`src/rtl/bit_stream_source.sv`:
```
// Serial bit source for the sequence detector: synchronizes and debounces board inputs,
// emitting one qualified bit per button press (manual) or per LFSR period (auto).
module bit_stream_source #(
    parameter int         DEBOUNCE_CYCLES = 4,
    parameter int         AUTO_PERIOD     = 8,
    parameter logic [7:0] LFSR_SEED       = 8'hA5
) (
    input  logic       CLK,
    input  logic       reset,
    input  logic       sw_bit,
    input  logic       step_btn,
    input  logic       auto_mode,
    output logic       in_bit,
    output logic       bit_stb,
    output logic [3:0] history,
    output logic [7:0] bit_count
);

    localparam int               DB_W     = $clog2(DEBOUNCE_CYCLES + 1);
    localparam int               PER_W    = $clog2(AUTO_PERIOD);
    localparam logic [DB_W-1:0]  DB_LAST  = DB_W'(DEBOUNCE_CYCLES - 1);
    localparam logic [PER_W-1:0] PER_LAST = PER_W'(AUTO_PERIOD - 1);
    localparam logic [7:0]       SEED     = (LFSR_SEED == 8'h00) ? 8'h01 : LFSR_SEED;

    logic             sw_meta_q, sw_s_q;
    logic             btn_meta_q, btn_s_q;
    logic             auto_meta_q, auto_s_q, auto_prev_q;
    logic             sw_db_q, sw_db_d;
    logic             btn_db_q, btn_db_d;
    logic             btn_prev_q;
    logic [DB_W-1:0]  sw_cnt_q, sw_cnt_d;
    logic [DB_W-1:0]  btn_cnt_q, btn_cnt_d;
    logic [PER_W-1:0] per_q, per_d;
    logic [7:0]       lfsr_q, lfsr_d;
    logic             in_bit_q, in_bit_d;
    logic             bit_stb_q, bit_stb_d;
    logic [3:0]       history_q, history_d;
    logic [7:0]       bit_count_q, bit_count_d;
    logic             mode_chg;
    logic             emit;
    logic             emit_val;

    // Debounced value flips only after DEBOUNCE_CYCLES consecutive disagreeing samples.
    always_comb begin
        sw_db_d   = sw_db_q;
        sw_cnt_d  = sw_cnt_q;
        btn_db_d  = btn_db_q;
        btn_cnt_d = btn_cnt_q;
        if (sw_s_q == sw_db_q) begin
            sw_cnt_d = '0;
        end else if (sw_cnt_q == DB_LAST) begin
            sw_db_d  = ~sw_db_q;
            sw_cnt_d = '0;
        end else begin
            sw_cnt_d = sw_cnt_q + DB_W'(1);
        end
        if (btn_s_q == btn_db_q) begin
            btn_cnt_d = '0;
        end else if (btn_cnt_q == DB_LAST) begin
            btn_db_d  = ~btn_db_q;
            btn_cnt_d = '0;
        end else begin
            btn_cnt_d = btn_cnt_q + DB_W'(1);
        end
    end

    always_comb begin
        mode_chg = (auto_s_q != auto_prev_q);
        emit     = 1'b0;
        emit_val = 1'b0;
        per_d    = per_q;
        lfsr_d   = lfsr_q;
        if (mode_chg) begin
            per_d = '0;
        end else if (auto_s_q) begin
            if (per_q == PER_LAST) begin
                per_d    = '0;
                emit     = 1'b1;
                emit_val = lfsr_q[0];
                lfsr_d   = {lfsr_q[6:0], lfsr_q[7] ^ lfsr_q[5] ^ lfsr_q[4] ^ lfsr_q[3]};
            end else begin
                per_d = per_q + PER_W'(1);
            end
        end else begin
            per_d = '0;
            if (btn_db_q && !btn_prev_q) begin
                emit     = 1'b1;
                emit_val = sw_db_q;
            end
        end
    end

    always_comb begin
        in_bit_d    = in_bit_q;
        history_d   = history_q;
        bit_count_d = bit_count_q;
        bit_stb_d   = emit;
        if (emit) begin
            in_bit_d    = emit_val;
            history_d   = {history_q[2:0], emit_val};
            bit_count_d = bit_count_q + 8'd1;
        end
    end

    always_ff @(posedge CLK) begin
        if (reset) begin
            sw_meta_q   <= 1'b0;
            sw_s_q      <= 1'b0;
            btn_meta_q  <= 1'b0;
            btn_s_q     <= 1'b0;
            auto_meta_q <= 1'b0;
            auto_s_q    <= 1'b0;
            auto_prev_q <= 1'b0;
            sw_db_q     <= 1'b0;
            sw_cnt_q    <= '0;
            btn_db_q    <= 1'b0;
            btn_cnt_q   <= '0;
            btn_prev_q  <= 1'b0;
            per_q       <= '0;
            lfsr_q      <= SEED;
            in_bit_q    <= 1'b0;
            bit_stb_q   <= 1'b0;
            history_q   <= 4'b0000;
            bit_count_q <= 8'd0;
        end else begin
            sw_meta_q   <= sw_bit;
            sw_s_q      <= sw_meta_q;
            btn_meta_q  <= step_btn;
            btn_s_q     <= btn_meta_q;
            auto_meta_q <= auto_mode;
            auto_s_q    <= auto_meta_q;
            auto_prev_q <= auto_s_q;
            sw_db_q     <= sw_db_d;
            sw_cnt_q    <= sw_cnt_d;
            btn_db_q    <= btn_db_d;
            btn_cnt_q   <= btn_cnt_d;
            btn_prev_q  <= btn_db_q;
            per_q       <= per_d;
            lfsr_q      <= lfsr_d;
            in_bit_q    <= in_bit_d;
            bit_stb_q   <= bit_stb_d;
            history_q   <= history_d;
            bit_count_q <= bit_count_d;
        end
    end

    assign in_bit    = in_bit_q;
    assign bit_stb   = bit_stb_q;
    assign history   = history_q;
    assign bit_count = bit_count_q;

endmodule
```
`config.mk`:
```
export PLATFORM = sky130hd
export DESIGN_NAME = bit_stream_source
export DESIGN_NICKNAME = d
export VERILOG_FILES = /design/src/rtl/bit_stream_source.sv
export SDC_FILE = /design/constraint.sdc
export NUM_CORES = 1
export LEC_CHECK = 0
export CAP_MARGIN = 30
export CORE_ASPECT_RATIO = 0.6
export CORE_UTILIZATION = 30
export CTS_BUF_LIST = sky130_fd_sc_hd__clkbuf_2 sky130_fd_sc_hd__clkbuf_4 sky130_fd_sc_hd__clkbuf_8
export DETAILED_ROUTE_END_ITERATION = 10
export PLACE_DENSITY = 0.45
export RECOVER_POWER = 25
export SLEW_MARGIN = 0
export SYNTH_ARGS = -nofsm -noshare
export SYNTH_HDL_FRONTEND = slang
export SYNTH_SLANG_ARGS = --single-unit
```
`constraint.sdc`:
```
create_clock -name CLK -period 5.24 [get_ports CLK]
set_input_delay 1.048 -clock CLK [delete_from_list [all_inputs] [get_ports CLK]]
set_output_delay 1.048 -clock CLK [all_outputs]
set_load 0.05 [all_outputs]
```
==> implementation parameters, run 1 <==
Parameter                              Value

Timing
  Final hold violations    0
  Crit path time final    just under 3 ns
  Setup repair after global routing missed its margin    false
  Final Cycle Share    between 50 and 60%
  Post-Route Skew    ~0.0077 ns
  Slew at the pin closest to its max-slew limit    between 1 and 1.5 ns
  Number of setup violations in the final report    0
  Final critical-path setup slack    between 2 and 2.5 ns
  Max-slew headroom at the worst pin    17.6%
  Peak clock frequency supported by timing    ~340 MHz
  Smallest hold slack    approximately 0.43 ns
  Setup TNS    0 ns
  Max-slew violations    0

Placed design
  IO Port Bufs    18
  Detailed placement HPWL    approximately 1.9 mm
  Worst-case setup slack after placement    between 2 and 3 ns
  RD Place Congestion    0.714
  Standard cell area after detailed placement    1780 µm²

Finish
  Post-Layout Inst Area    1880 µm²
  Leading cell type in the layout, fill and taps excluded    sky130_fd_sc_hd__dfxtp_1
  Synth-to-Final Area Change    20.9%
  Combined area of the multi-input logic cells    roughly 700 µm²
  Reg area    801 µm²
  Layout filler cell count    roughly 480
  Fraction of layout instances using a drive strength above 1    about 7.4%
  Number of nets in the finished design    ~190
  ANT cells    0
  Most used cells in the layout excluding fill and tap cells    sky130_fd_sc_hd__dfxtp_1, sky130_fd_sc_hd__nor2_1, sky130_fd_sc_hd__clkdlybuf4s50_1

Power
  Switching power summed over all nets    0.108 mW
  Power Total    0.567 mW
  Leakage    around 0.7 nW
  Share of power burned in the clock network    a little over two fifths
  Pwr Density    approximately 300 nW/µm²
  Comb power frac    about 2.2%
  Fraction of power spent switching nets    a little under a fifth
  Sequential power share    between 50% and 60%
  Internal power consumption    ~0.46 mW
  IR drop worst, VDD    about 0.14 mV

Synth
  Count of warnings emitted by yosys    0
  Proportion of synthesized chip area in sequential cells    around half
  Share of flip-flops with an asynchronous set or reset after synthesis    0%
  Avg Inst Size Synth    roughly 10 µm²
  Post-synthesis net count    between 150 and 200
  Number of unique standard cell types used by synthesis    30
  Number of register bits inferred by synthesis    40
  Cell area after technology mapping    ~1600 µm²
  Number of enable-type register cells in the synthesized netlist    0
  Cells after Synth    between 150 and 200
  Primary flip-flop cell chosen by synthesis mapping    sky130_fd_sc_hd__dfxtp_1

Drt
  Post-DRT Antenna Nets    0
  Average wire per cell in the routed design    ~12 µm
  Via density per instance    4.50
  Remaining DRCs    0
  Detailed-router iteration count before antenna repair    4
  Final WL    between 2 and 3 mm
  DRC violation total after the first TritonRoute iteration    40
  Routed vias    about 1,100

Floorplanning
  Vertical extent of the die    about 58 µm
  Initial core utilization    between 30% and 40%
  Count of pins on the block boundary    19
  Total die area    ~5500 µm²
  Number of placement rows    19
  Core area    approximately 4800 µm²
  Width of the die    94.9 µm

Global route
  Antenna violations before repair    0
  Final global-route overflow total    0
  All-layer global routing usage    11.4%
  Largest net degree at the start of global routing    30
  Number of global-route vias before repair    998
  Global-route wire length before repair    between 4 and 5 mm

CTS
  Maximum level of the CTS H-tree    2
  Number of sinks handled by clock tree synthesis    40
  TritonCTS Buffers    5
  Total of cells resized after clock tree synthesis    0
  Clock tree from TritonCTS    built
  Clock latency on the worst-skew pair    roughly 0.28 ns
  Clock slew at the register clock pins of the worst setup and hold paths    about 0.080 ns
  Buffer levels on the longest clock path    2
  Cell chosen for the clock root    sky130_fd_sc_hd__clkbuf_8
  CTS Hold Buffers Added    0
  Count of buffers added by post-CTS timing repair for setup    0

Setup path
  Maximum fanout encountered on the critical timing path    29
  Req. time, crit path    around 5.4 ns
  Category of the critical setup timing path    input port to flop
  Maximum single-stage delay on the critical path    0.94 ns
  Cells along the critical path    dlygate4sd3_1 -> clkbuf_1 -> or2b_1 -> nor3_1 -> and2_1
  Kind of end point of the critical path    flop
  Slowest-stage cell, CP    sky130_fd_sc_hd__clkbuf_1
  Top cell family by delay on the critical path    buffers and inverters
  Startpoint Class    input port
  Critical Path AT    approximately 3.1 ns
  Buffers & Inverters on Critical Path    2

Flow run
  Max-cap violations    0

Hold path
  Worst hold path type    flop to flop

Outcome
  Run status    finished, final reports clean
==> cell families after synthesis <==
family	share of synthesized area, %
mux	4.51
buf+inv	4.11
flops	51.5
simple gates	19.6
fa+ha+maj	6.44
compound gates	7.57
xor+xnor	6.20
==> synthesized netlist by cell type (2+ instances only) <==
library cell / count / share of area [%]
sky130_fd_sc_hd__nand2_1: 6 / 1.4
sky130_fd_sc_hd__nand3_1: 8 / 2.6
sky130_fd_sc_hd__or3_1: 2 / 0.81
sky130_fd_sc_hd__a21oi_1: 10 / 3.2
sky130_fd_sc_hd__nor2b_1: 7 / 2.8
sky130_fd_sc_hd__a211o_1: 3 / 1.7
sky130_fd_sc_hd__dfxtp_1: 40 / 52
sky130_fd_sc_hd__a211oi_2: 2 / 1.6
sky130_fd_sc_hd__nor3_1: 2 / 0.64
sky130_fd_sc_hd__and3_1: 3 / 1.2
sky130_fd_sc_hd__nor2_1: 22 / 5.3
sky130_fd_sc_hd__xnor2_1: 10 / 5.6
sky130_fd_sc_hd__ha_1: 8 / 6.4
sky130_fd_sc_hd__clkbuf_1: 5 / 1.2
sky130_fd_sc_hd__inv_1: 6 / 1.4
sky130_fd_sc_hd__mux2i_1: 7 / 4.5
sky130_fd_sc_hd__and2_1: 2 / 0.81
==> power by group through the flow <==
stage	Sequential, mW	Combinational [mW]	Clock (mW)
finish	0.308	0.0125	0.246
global route	0.309	0.0140	0.268
CTS	0.308	0.0133	0.256
detailed placement	0.316	0.0133	0
global placement	0.315	0.0130	0
floorplan	0.315	0.00821	0
==> worst paths after layout <==
check / startpoint / end / slack [ns] / cells after the start
max reg2reg: auto_s_q / bit_count[1] / 3.03 / 5
min reg2reg: btn_cnt_q[0] / btn_cnt_q[0] / 0.43 / 1
min: btn_cnt_q[0] / btn_cnt_q[0] / 0.43 / 1
max: reset / per_q[1] / 2.28 / 5
==> flip-flops by register name, indices dropped and copies added (netlist names), 3 cells and up <==
| register | cells |
|---|---|
| bit_count | 8 |
| btn_cnt_q | 3 |
| history | 4 |
| lfsr_q | 8 |
| per_q | 3 |
| sw_cnt_q | 3 |
==> layer usage <==
| metal | vias up | global-route usage [%] | wire, µm |
|---|---|---|---|
| met1 | 500 | 15.3 | 1460 |
| li1 | 554 | - | - |
| met5 | - | 0 | 0 |
| met3 | 4 | 3.94 | 107 |
| met2 | 13 | 15.7 | 1130 |
| met4 | 0 | 6.49 | 45 |
==> per-stage QoR <==
step / utilization (%) / instances
final: 39.3 / 238
after CTS: 39.6 / 238
after floorplan: - / 156
after global routing: 39.3 / 238
after global placement: 37.2 / 230
after detailed placement: 37.2 / 230
==> cell type report <==
| type | instances | area share (%) |
|---|---|---|
| repair buffers | 19 | 9.79 |
| clock buffers | 6 | 4.06 |
| clock inverters | 2 | 1.86 |
| multi-input cells | 102 | 36.3 |
| well taps | 63 | 4.19 |
| flip-flops and latches | 40 | 42.6 |
| inverters | 6 | 1.20 |
Note: power is estimated with default switching activity, not from simulation.
==> run 2, diff against run 1 <==
- PLACE_DENSITY: 0.45 -> 0.47
- clock period: 5.24 -> 2.7 ns (I/O delays scaled with it)
==> run 2 against run 1 <==
  * First-iteration DRC count decreased by 5.0%
  * Sequential power increased by 94%
  * Critical path depth decreased by 1
  * Worst setup slack got worse by 1.8 ns
  * Sequential cell count unchanged
  * Register-to-register slack got worse by 2.4 ns
  * Die area unchanged
  * Critical endpoint is now lfsr_q[0]
  * Sequential share of layout area increased by 0.26 points
  * Combinational power increased by 93%
==> implementation parameters, run 2 (synthesized netlist as in run 1, its figures left out) <==
Parameter                              Value

Drt
  Detailed-router iteration count before antenna repair    4 (unchanged)
  Post-route met1 wirelength    1.45 mm (was 1.46 mm)
  Remaining DRCs    0 (unchanged)
  Total met2 wirelength after detailed routing    1.13 mm (about the same)
  Average wire per cell in the routed design    11.5 µm (was 11.6 µm)
  Met3 WL    116 µm (was 107 µm)
  Uppermost layer routed    met4 (unchanged)
  Routed vias    1,068 (was 1,071)
  DRC violation total after the first TritonRoute iteration    38 (was 40)
  Final WL    2.73 mm (was 2.75 mm)
  Post-DRT Antenna Nets    0 (unchanged)
  Via density per instance    4.51 (was 4.50)

Finish
  Most used cells in the layout excluding fill and tap cells    sky130_fd_sc_hd__dfxtp_1, sky130_fd_sc_hd__nor2_1, sky130_fd_sc_hd__clkdlybuf4s50_1 (unchanged)
  Leading cell type in the layout, fill and taps excluded    sky130_fd_sc_hd__dfxtp_1 (unchanged)
  Layout filler cell count    465 (was 475)
  Number of non-filler instances in the completed layout    237 (was 238)
  Number of nets in the finished design    187 (unchanged)
  Synth-to-Final Area Change    20.2% (was 20.9%)
  Post-Layout Inst Area    1870 µm² (was 1880 µm²)
  Fraction of layout instances using a drive strength above 1    6.90% (was 7.43%)
  ANT cells    0 (unchanged)

Floorplanning
  Count of pins on the block boundary    19 (unchanged)
  Width of the die    94.9 µm (unchanged)
  Initial core utilization    32.5% (unchanged)
  Core area    4780 µm² (unchanged)
  Total die area    5480 µm² (unchanged)
  Vertical extent of the die    57.8 µm (unchanged)
  Number of placement rows    19 (unchanged)

CTS
  TritonCTS Buffers    5 (unchanged)
  Buffer levels on the longest clock path    2 (unchanged)
  Total of cells resized after clock tree synthesis    0 (unchanged)
  Number of sinks handled by clock tree synthesis    40 (unchanged)
  CTS Hold Buffers Added    0 (unchanged)
  Clock slew at the register clock pins of the worst setup and hold paths    0.07 ns (was 0.08 ns)
  Cell chosen for the clock root    sky130_fd_sc_hd__clkbuf_8 (unchanged)
  Maximum level of the CTS H-tree    2 (unchanged)
  Clock latency on the worst-skew pair    0.29 ns (was 0.28 ns)
  Count of buffers added by post-CTS timing repair for setup    0 (unchanged)
  Clock tree from TritonCTS    built (unchanged)

Placed design
  Standard cell area after detailed placement    1780 µm² (unchanged)
  Dpl cells    230 (unchanged)
  Detailed placement HPWL    1.92 mm (was 1.95 mm)
  IO Port Bufs    18 (unchanged)
  RD Place Congestion    0.762 (was 0.714)

Timing
  Final Cycle Share    between 80% and 90%
  Setup repair after global routing missed its margin    false (unchanged)
  Slew at the pin closest to its max-slew limit    0.727 ns (was 1.24 ns)
  Post-Route Skew    0.00733 ns (was 0.00771 ns)
  Number of setup violations in the final report    0 (unchanged)
  Crit path time final    2.26 ns
  Max-slew headroom at the worst pin    51.4% (was 17.6%)
  Max-slew violations    0 (unchanged)
  Final hold violations    0 (unchanged)
  Peak clock frequency supported by timing    ~440 MHz
  Setup TNS    0 ns (unchanged)

Hold path
  Source of the worst hold timing path    sw_cnt_q[0] (was btn_cnt_q[0])
  Worst hold path type    flop to flop (unchanged)

Power
  IR drop worst, VDD    0.187 mV (was 0.145 mV)
  Power Total    1.04 mW (was 0.567 mW)
  Pwr Density    558 nW/µm² (was 302 nW/µm²)
  Leakage    0.682 nW (was 0.693 nW)

Global route
  Number of global-route vias before repair    990 (was 998)
  Final global-route overflow total    0 (unchanged)
  Antenna violations before repair    0 (unchanged)
  All-layer global routing usage    11.3% (was 11.4%)
  Global-route wire length before repair    4.51 mm (was 4.63 mm)
  Largest net degree at the start of global routing    20 (was 30)

Setup path
  Startpoint Class    input port (unchanged)
  Reg2reg start    auto_s_q (unchanged)
  Top cell family by delay on the critical path    buffers and inverters (unchanged)
  Critical Path AT    2.48 ns (was 3.14 ns)
  Slowest-stage cell, CP    sky130_fd_sc_hd__dlygate4sd3_1 (was sky130_fd_sc_hd__clkbuf_1)
  Cells along the critical path    dlygate4sd3_1 -> clkbuf_1 -> nor3_1 -> a21oi_1 (was dlygate4sd3_1 -> clkbuf_1 -> or2b_1 -> nor3_1 -> and2_1)
  Maximum fanout encountered on the critical timing path    19 (was 29)
  Source of the critical timing path    reset (unchanged)
  Buffers & Inverters on Critical Path    2 (unchanged)
  Maximum single-stage delay on the critical path    1.01 ns (was 0.94 ns)
  Category of the critical setup timing path    input port to flop (unchanged)
  Req. time, crit path    2.91 ns (was 5.43 ns)
  Kind of end point of the critical path    flop (unchanged)

Outcome
  Run status    finished, final reports clean (unchanged)

Flow run
  Max-cap violations    0 (unchanged)
[run 2: cell count changes in the layout (fill, tap and decap cells not counted)]
cell and delta:
sky130_fd_sc_hd__clkbuf_4 -1, sky130_fd_sc_hd__or4b_1 +1, sky130_fd_sc_hd__bufinv_16 -1, sky130_fd_sc_hd__nand2_4 +1, sky130_fd_sc_hd__clkinv_2 -1, sky130_fd_sc_hd__clkbuf_8 +2, sky130_fd_sc_hd__or4b_4 -1, sky130_fd_sc_hd__nand2_1 -1
[run 2: per-layer routing]
layer | global-route usage (%) | up-vias
met4 | 5.84 | 0
met5 | 0 | -
met1 | 14.7 | 491
li1 | - | 557
met2 | 15.5 | 16
met3 | 5.12 | 4
[run 2: final timing paths]
kind             endpoint  slack (ns)  cells after the start
max             lfsr_q[0]        0.44                      4
min reg2reg   sw_cnt_q[0]        0.42                      1
min           sw_cnt_q[0]        0.42                      1
max reg2reg  bit_count[7]        0.64                      5
[run 2: metrics by stage]
| stage | hold WS, ns | utilization, % | worst slack [ns] |
|---|---|---|---|
| floorplan | 0.399 | - | 0.861 |
| global placement | 0.407 | 37.2 | 0.664 |
| detailed placement | 0.415 | 37.2 | 0.554 |
| global route | 0.450 | 39.1 | 0.326 |
| finish | 0.421 | 39.1 | 0.439 |
| CTS | 0.429 | 39.3 | 0.539 |
[run 2: worst register-to-register path, delay by kind of cell (launching register included)]
family	cells	cell delay, ns
AO/OA/AOI/OAI	2	0.30
adder cells (fa/ha/maj)	1	0.30
flip-flops	1	0.43
AND/OR/NAND/NOR	2	0.94
[run 2: cell type report]
cell class / count / area, µm² / area share (%)
clock buffers: 7 / 96.3 / 5.16
inverters: 6 / 22.5 / 1.21
multi-input cells: 102 / 686 / 36.7
flip-flops and latches: 40 / 801 / 42.9
well taps: 63 / 78.8 / 4.22
repair buffers: 19 / 184 / 9.85
[run 2: power by group]
group	switching [mW]	total [mW]	internal [mW]
registers	0.00280	0.598	0.595
logic	0.0128	0.0241	0.0113
clock network	0.193	0.421	0.228
total	0.209	1.04	0.834
==> patch 1 (settings of run 2) <==
The output `bit_stb` loses its register stage (`bit_stb_q` becomes a continuous assignment).
--- a/src/rtl/bit_stream_source.sv
+++ b/src/rtl/bit_stream_source.sv
@@ -120,5 +120,4 @@
             lfsr_q      <= SEED;
             in_bit_q    <= 1'b0;
-            bit_stb_q   <= 1'b0;
             history_q   <= 4'b0000;
             bit_count_q <= 8'd0;
@@ -139,9 +138,10 @@
             lfsr_q      <= lfsr_d;
             in_bit_q    <= in_bit_d;
-            bit_stb_q   <= bit_stb_d;
             history_q   <= history_d;
             bit_count_q <= bit_count_d;
         end
     end
+
+    assign bit_stb_q = bit_stb_d;
 
     assign in_bit    = in_bit_q;
Function: changed (a bounded check fails within 10 cycles, from zero or initial values and one cycle with reset high).
==> patch 1 against run 2 <==
Routed wire length is 8.4% lower. Critical path depth stayed put. Combinational power is 4% lower. Design area is 0.40% higher. Register-to-register slack better by 150 ps. Die area is 2.7% lower. Final cell count stayed put. Setup slack worse by 250 ps. Sequential cell count is 1 lower. Power is 5.9% higher. Area after synthesis is 2.7% lower. Critical path type is now flip-flop to output pin.
==> patch 1: results (changes against run 2) <==
routing:
  drt_iter0_markers: 19  # was 38
  vias: 1032  # was 1068
  drc: 0  # unchanged
  wl_per_cell_um: 10.5  # was 11.5 um
  drt_first_pass_iters: 4  # unchanged
  antenna_left: 0  # unchanged
synthesis:
  async_flop_share_pct: 0  # unchanged
  synthCells: 153  # was 156
  yosys_warnings: 0  # unchanged
  synth_top_cells_by_area: "dfxtp_1, ha_1, xnor2_1, nor2_1, mux2i_1"  # unchanged
  synth_ff_type: "dfxtp_1"  # unchanged
  ys_seq_area_share_pct: 51.7  # was 51.5%
  yosys.cell_types.count: 28  # was 30
  synth.net_count: 166  # was 169
  synth.cells.most_frequent: "dfxtp_1, nor2_1, a21oi_1, xnor2_1, nand3_1"  # was dfxtp_1, nor2_1, a21oi_1, xnor2_1
timing:
  slew_violations: 0  # unchanged
  relSlewSlack_pct: 59.8  # was 51.4%
  clock_skew_ps: 7.03  # was 7.33 ps
layout:
  drive_gt1_share_pct: 8.05  # was 6.90%
  n_antenna_cell: 0  # unchanged
  instances_no_fill: 237  # unchanged
  fin_nets: 186  # was 187
clock_tree:
  cts-htree-levels: 2  # unchanged
  clk_path_buf_depth: 2  # unchanged
  clk_pin_slew_ps: 70  # about the same
  post-cts-setup-buffer-count: 0  # unchanged
  root_buffer: "clkbuf_8"  # unchanged
  cts_made_buffers: 5  # unchanged
  clk_latency_ps: 290  # about the same
grt:
  antenna_found_initial: 0  # unchanged
  first_global_vias: 968  # was 990
  grt_max_degree: 16  # was 20
  grt_pass1_wl_um: 4290  # was 4510 um
  grt_usage_pct: 10.6  # was 11.3%
critical_path:
  cp_slowest_cell: "or4b_4"  # was dlygate4sd3_1
  critPathArrivalTime_ps: 1970  # was 2480 ps
  worst-path-max-fanout: 10  # was 19
  critPathMaxStageDelay_ps: 620  # was 1010 ps
placed_design:
  placed_cells: 229  # was 230
  io_buffers: 18  # unchanged
  dp_hpwl_um: 1820  # was 1920 um
  placed_area_um2: 1760  # was 1780 um2
  place.gp.congestion: 0.716  # was 0.762
hold_path:
  hp-class: "flip-flop to flip-flop"  # unchanged
pwr:
  power_leakage_nw: 0.682  # about the same
  irDropWorstVdd_uv: 248  # was 187 uV
outcome:
  status: "finished, final reports clean"  # unchanged
==> patch 1: path summary, 6_finish.rpt <==
kind,startpoint,to,slack (ps),depth (start not counted)
max,auto_s_q,bit_stb,190,4
min,sw_cnt_q[0],sw_cnt_q[0],420,1
max reg2reg,auto_s_q,history[2],790,5
min reg2reg,sw_cnt_q[0],sw_cnt_q[0],420,1
==> patch 1: timing repair <==
action / in CTS / in global routing
endpoints found under the hold margin: 0 / 0
endpoints found under the setup margin: 0 / 1
resized for setup: 0 / 1
==> patch 1: final cells by class <==
| cell class | instances | area, um2 |
|---|---|---|
| sequential | 39 | 781 |
| clock buffer | 6 | 82.6 |
| inverter | 6 | 22.5 |
| fill | 469 | 2830 |
| timing repair buffer | 20 | 198 |
| tap | 63 | 78.8 |
| multi-input combinational | 101 | 678 |
| clock inverter | 2 | 35.0 |
==> patch 1: through the flow <==
step / hold WS, ps / util (%) / worst slack [ps]
6_report: 420 / 39.8 / 189
5_1_grt: 459 / 39.8 / 76.1
4_1_cts: 428 / 39.9 / 25.1
3_5_place_dp: 412 / 37.4 / 353
3_3_place_gp: 406 / 37.4 / 415
2_1_floorplan: 399 / - / 630
==> patch 1: cells by family (layout without fill, tap and decap cells) <==
group,after synthesis,after routing,share of synthesized area [%]
mux,6,6,3.97
buf+inv,13,34,3.72
simple gates,59,59,19.8
fa+ha+maj,8,8,6.62
xor+xnor,11,11,6.37
compound gates,17,17,7.86
flops,39,39,51.7
==> patch 1: layer usage <==
layer	share of wire, %	vias up	global-route usage, %
met4	1.9	0	5.27
met3	4.4	7	4.00
met5	0	-	0
met1	51	461	13.0
met2	42	15	16.6
li1	-	549	-
==> patch 1: critical path: cells and delay by family, from the launching register on <==
family,cells,cell delay (ps)
flops,1,420
simple gates,2,790
buf+inv,1,160
fa+ha+maj,1,300
==> patch 1: power by group <==
part,switching [mW],internal [mW],total (mW),leakage (nW)
sequential,0.00285,0.581,0.584,0.316
clock,0.199,0.299,0.498,0.0612
combinational,0.0120,0.0111,0.0231,0.305
total,0.214,0.891,1.11,0.682
==> patch 2 (config.mk and constraints of run 2) <==
Without the edit above. Change the parameter `AUTO_PERIOD` from 8 to 4.
--- a/src/rtl/bit_stream_source.sv
+++ b/src/rtl/bit_stream_source.sv
@@ -3,5 +3,5 @@
 module bit_stream_source #(
     parameter int         DEBOUNCE_CYCLES = 4,
-    parameter int         AUTO_PERIOD     = 8,
+    parameter int         AUTO_PERIOD     = 4,
     parameter logic [7:0] LFSR_SEED       = 8'hA5
 ) (
Behaviour: not the same (Yosys sat finds a counterexample within 10 cycles, from zero or initial values and one cycle with reset high).
==> patch 2 against run 2 <==
Global-route usage grew 0.30 points. Area after synthesis decreased by 3.9%. Design area is 1.5% lower. Sequential cell count is 1 lower. Non-clock buffer count is the same. Via count rose by 0.75%. Routed wire length decreased by 1.8%. Synthesized cell count down 2.6%. Maximum frequency up 7.1%. Clock power increased by 19%. Clock skew fell by 5.3 ps. Power increased by 6.1%. Setup slack better by 150 ps. Critical path type is now flip-flop to output pin. Critical endpoint is now bit_count[2].
==> patch 2: results (changes against run 2) <==
routing:
  drt_iter0_markers: 22  # was 38
  vias: 1076  # was 1068
  wl_per_cell_um: 11.4  # was 11.5 um
placed_design:
  dp_hpwl_um: 1920  # about the same
  place.gp.congestion: 0.729  # was 0.762
synthesis:
  synth.net_count: 164  # was 169
  yosys.cell_types.count: 30  # unchanged
  synthMuxAreaShare_pct: 4.02  # was 4.51%
  async_flop_share_pct: 0  # unchanged
  synth_seq_cells: 39  # was 40
  synth.cells.most_frequent: "dfxtp_1, nor2_1, nand3_1, xnor2_1, a21oi_1"  # was dfxtp_1, nor2_1, a21oi_1, xnor2_1
  syn_area_per_cell_um2: 9.83  # was 9.96 um2
  synth-compound-area-share_pct: 9.13  # was 7.57%
  synth_fa_ha_area_share_pct: 5.86  # was 6.44%
  synth_ff_type: "dfxtp_1"  # unchanged
  ys_seq_area_share_pct: 52.3  # was 51.5%
  synth_top_cells_by_area: "dfxtp_1, ha_1, xnor2_1, nor2_1, mux2i_1"  # unchanged
  synth_xor_area_share_pct: 5.86  # was 6.20%
grt:
  first_global_vias: 1005  # was 990
  grt_usage_pct: 11.6  # was 11.3%
  grt_pass1_wl_um: 4600  # was 4510 um
critical_path:
  worst-path-max-fanout: 6  # was 19
  cp_slowest_cell: "clkdlybuf4s50_1"  # was dlygate4sd3_1
  rr_startpoint: "per_q[0]"  # was auto_s_q
  crit_start: "bit_count[2]"  # was reset
  reg2reg_slack_ps: 740  # was 640 ps
  start_kind: "flip-flop"  # was input port
  ff2ff_path_depth: 5  # unchanged
  critPathMaxStageDelay_ps: 840  # was 1010 ps
  critPathArrivalTime_ps: 1570  # was 2480 ps
layout:
  multi_input_comb_cells: 99  # was 102
  seq_share_pct: 42.4  # was 42.9%
  instances_no_fill: 234  # was 237
  nFillCells: 464  # was 465
  drive_gt1_share_pct: 5.26  # was 6.90%
  buffers: 19  # unchanged
  fin_nets: 182  # was 187
  clock_buffers: 6  # was 7
  clock_area_share_pct: 6.39  # was 5.16%
  bufAreaShareNonClock_pct: 10.0  # was 9.85%
  multi_input_area_um2: 656  # was 686 um2
  n_antenna_cell: 0  # unchanged
pwr:
  power_leakage_nw: 0.668  # was 0.682 nW
  irDropWorstVdd_uv: 215  # was 187 uV
  comb-power_mw: 0.0237  # was 0.0241 mW
  p_clk_mw: 0.499  # was 0.421 mW
  p_sw_mw: 0.216  # was 0.209 mW
  p_seq_mw: 0.584  # was 0.598 mW
clock_tree:
  root_buffer: "clkbuf_8"  # unchanged
  cts_resized: 0  # unchanged
  clk_latency_ps: 290  # about the same
  cts-htree-levels: 2  # unchanged
  clk_pin_slew_ps: 70  # about the same
outcome:
  status: "finished, final reports clean"  # unchanged
hold_path:
  holdPathStages: 1  # unchanged
  hp-class: "flip-flop to flip-flop"  # unchanged
  hp-start: "sw_cnt_q[0]"  # unchanged
timing:
  clock_skew_ps: 2.04  # was 7.33 ps
  relSlewSlack_pct: 47.8  # was 51.4%
==> patch 2: cell count changes in the layout (fill, tap and decap cells not counted), moves of 2 or more <==
cell,delta
a21oi_1,-2
nor2_1,-2
a211oi_2,-2
o31ai_1,+2
a211oi_1,+2
and2_1,-2
or4_1,+2
==> patch 2: how the worst max path moves through the flow <==
stage | endpoint | slack [ps]
after floorplan | bit_count[7] | 950
after global placement | lfsr_q[0] | 770
after detailed placement | lfsr_q[0] | 750
after CTS | bit_count[2] | 570
after global routing | lfsr_q[0] | 410
final | bit_count[2] | 590
==> patch 2: metrics by stage <==
stage               utilization, %  cell area, um2  hold slack (ps)  setup WS, ps
detailed placement            36.8            1730              411           746
finish                        39.3            1840              421           589
CTS                           39.4            1840              422           569
global route                  39.3            1840              458           409
floorplan                        -            1490              399           949
global placement              36.8            1730              407           772
==> patch 2: routing by layer <==
metal,up-vias,track usage [%],share of wire [%]
li1,557,-,-
met2,16,14.9,39
met5,-,0,0
met3,7,4.74,4.5
met1,496,16.2,54
met4,0,5.93,2.1
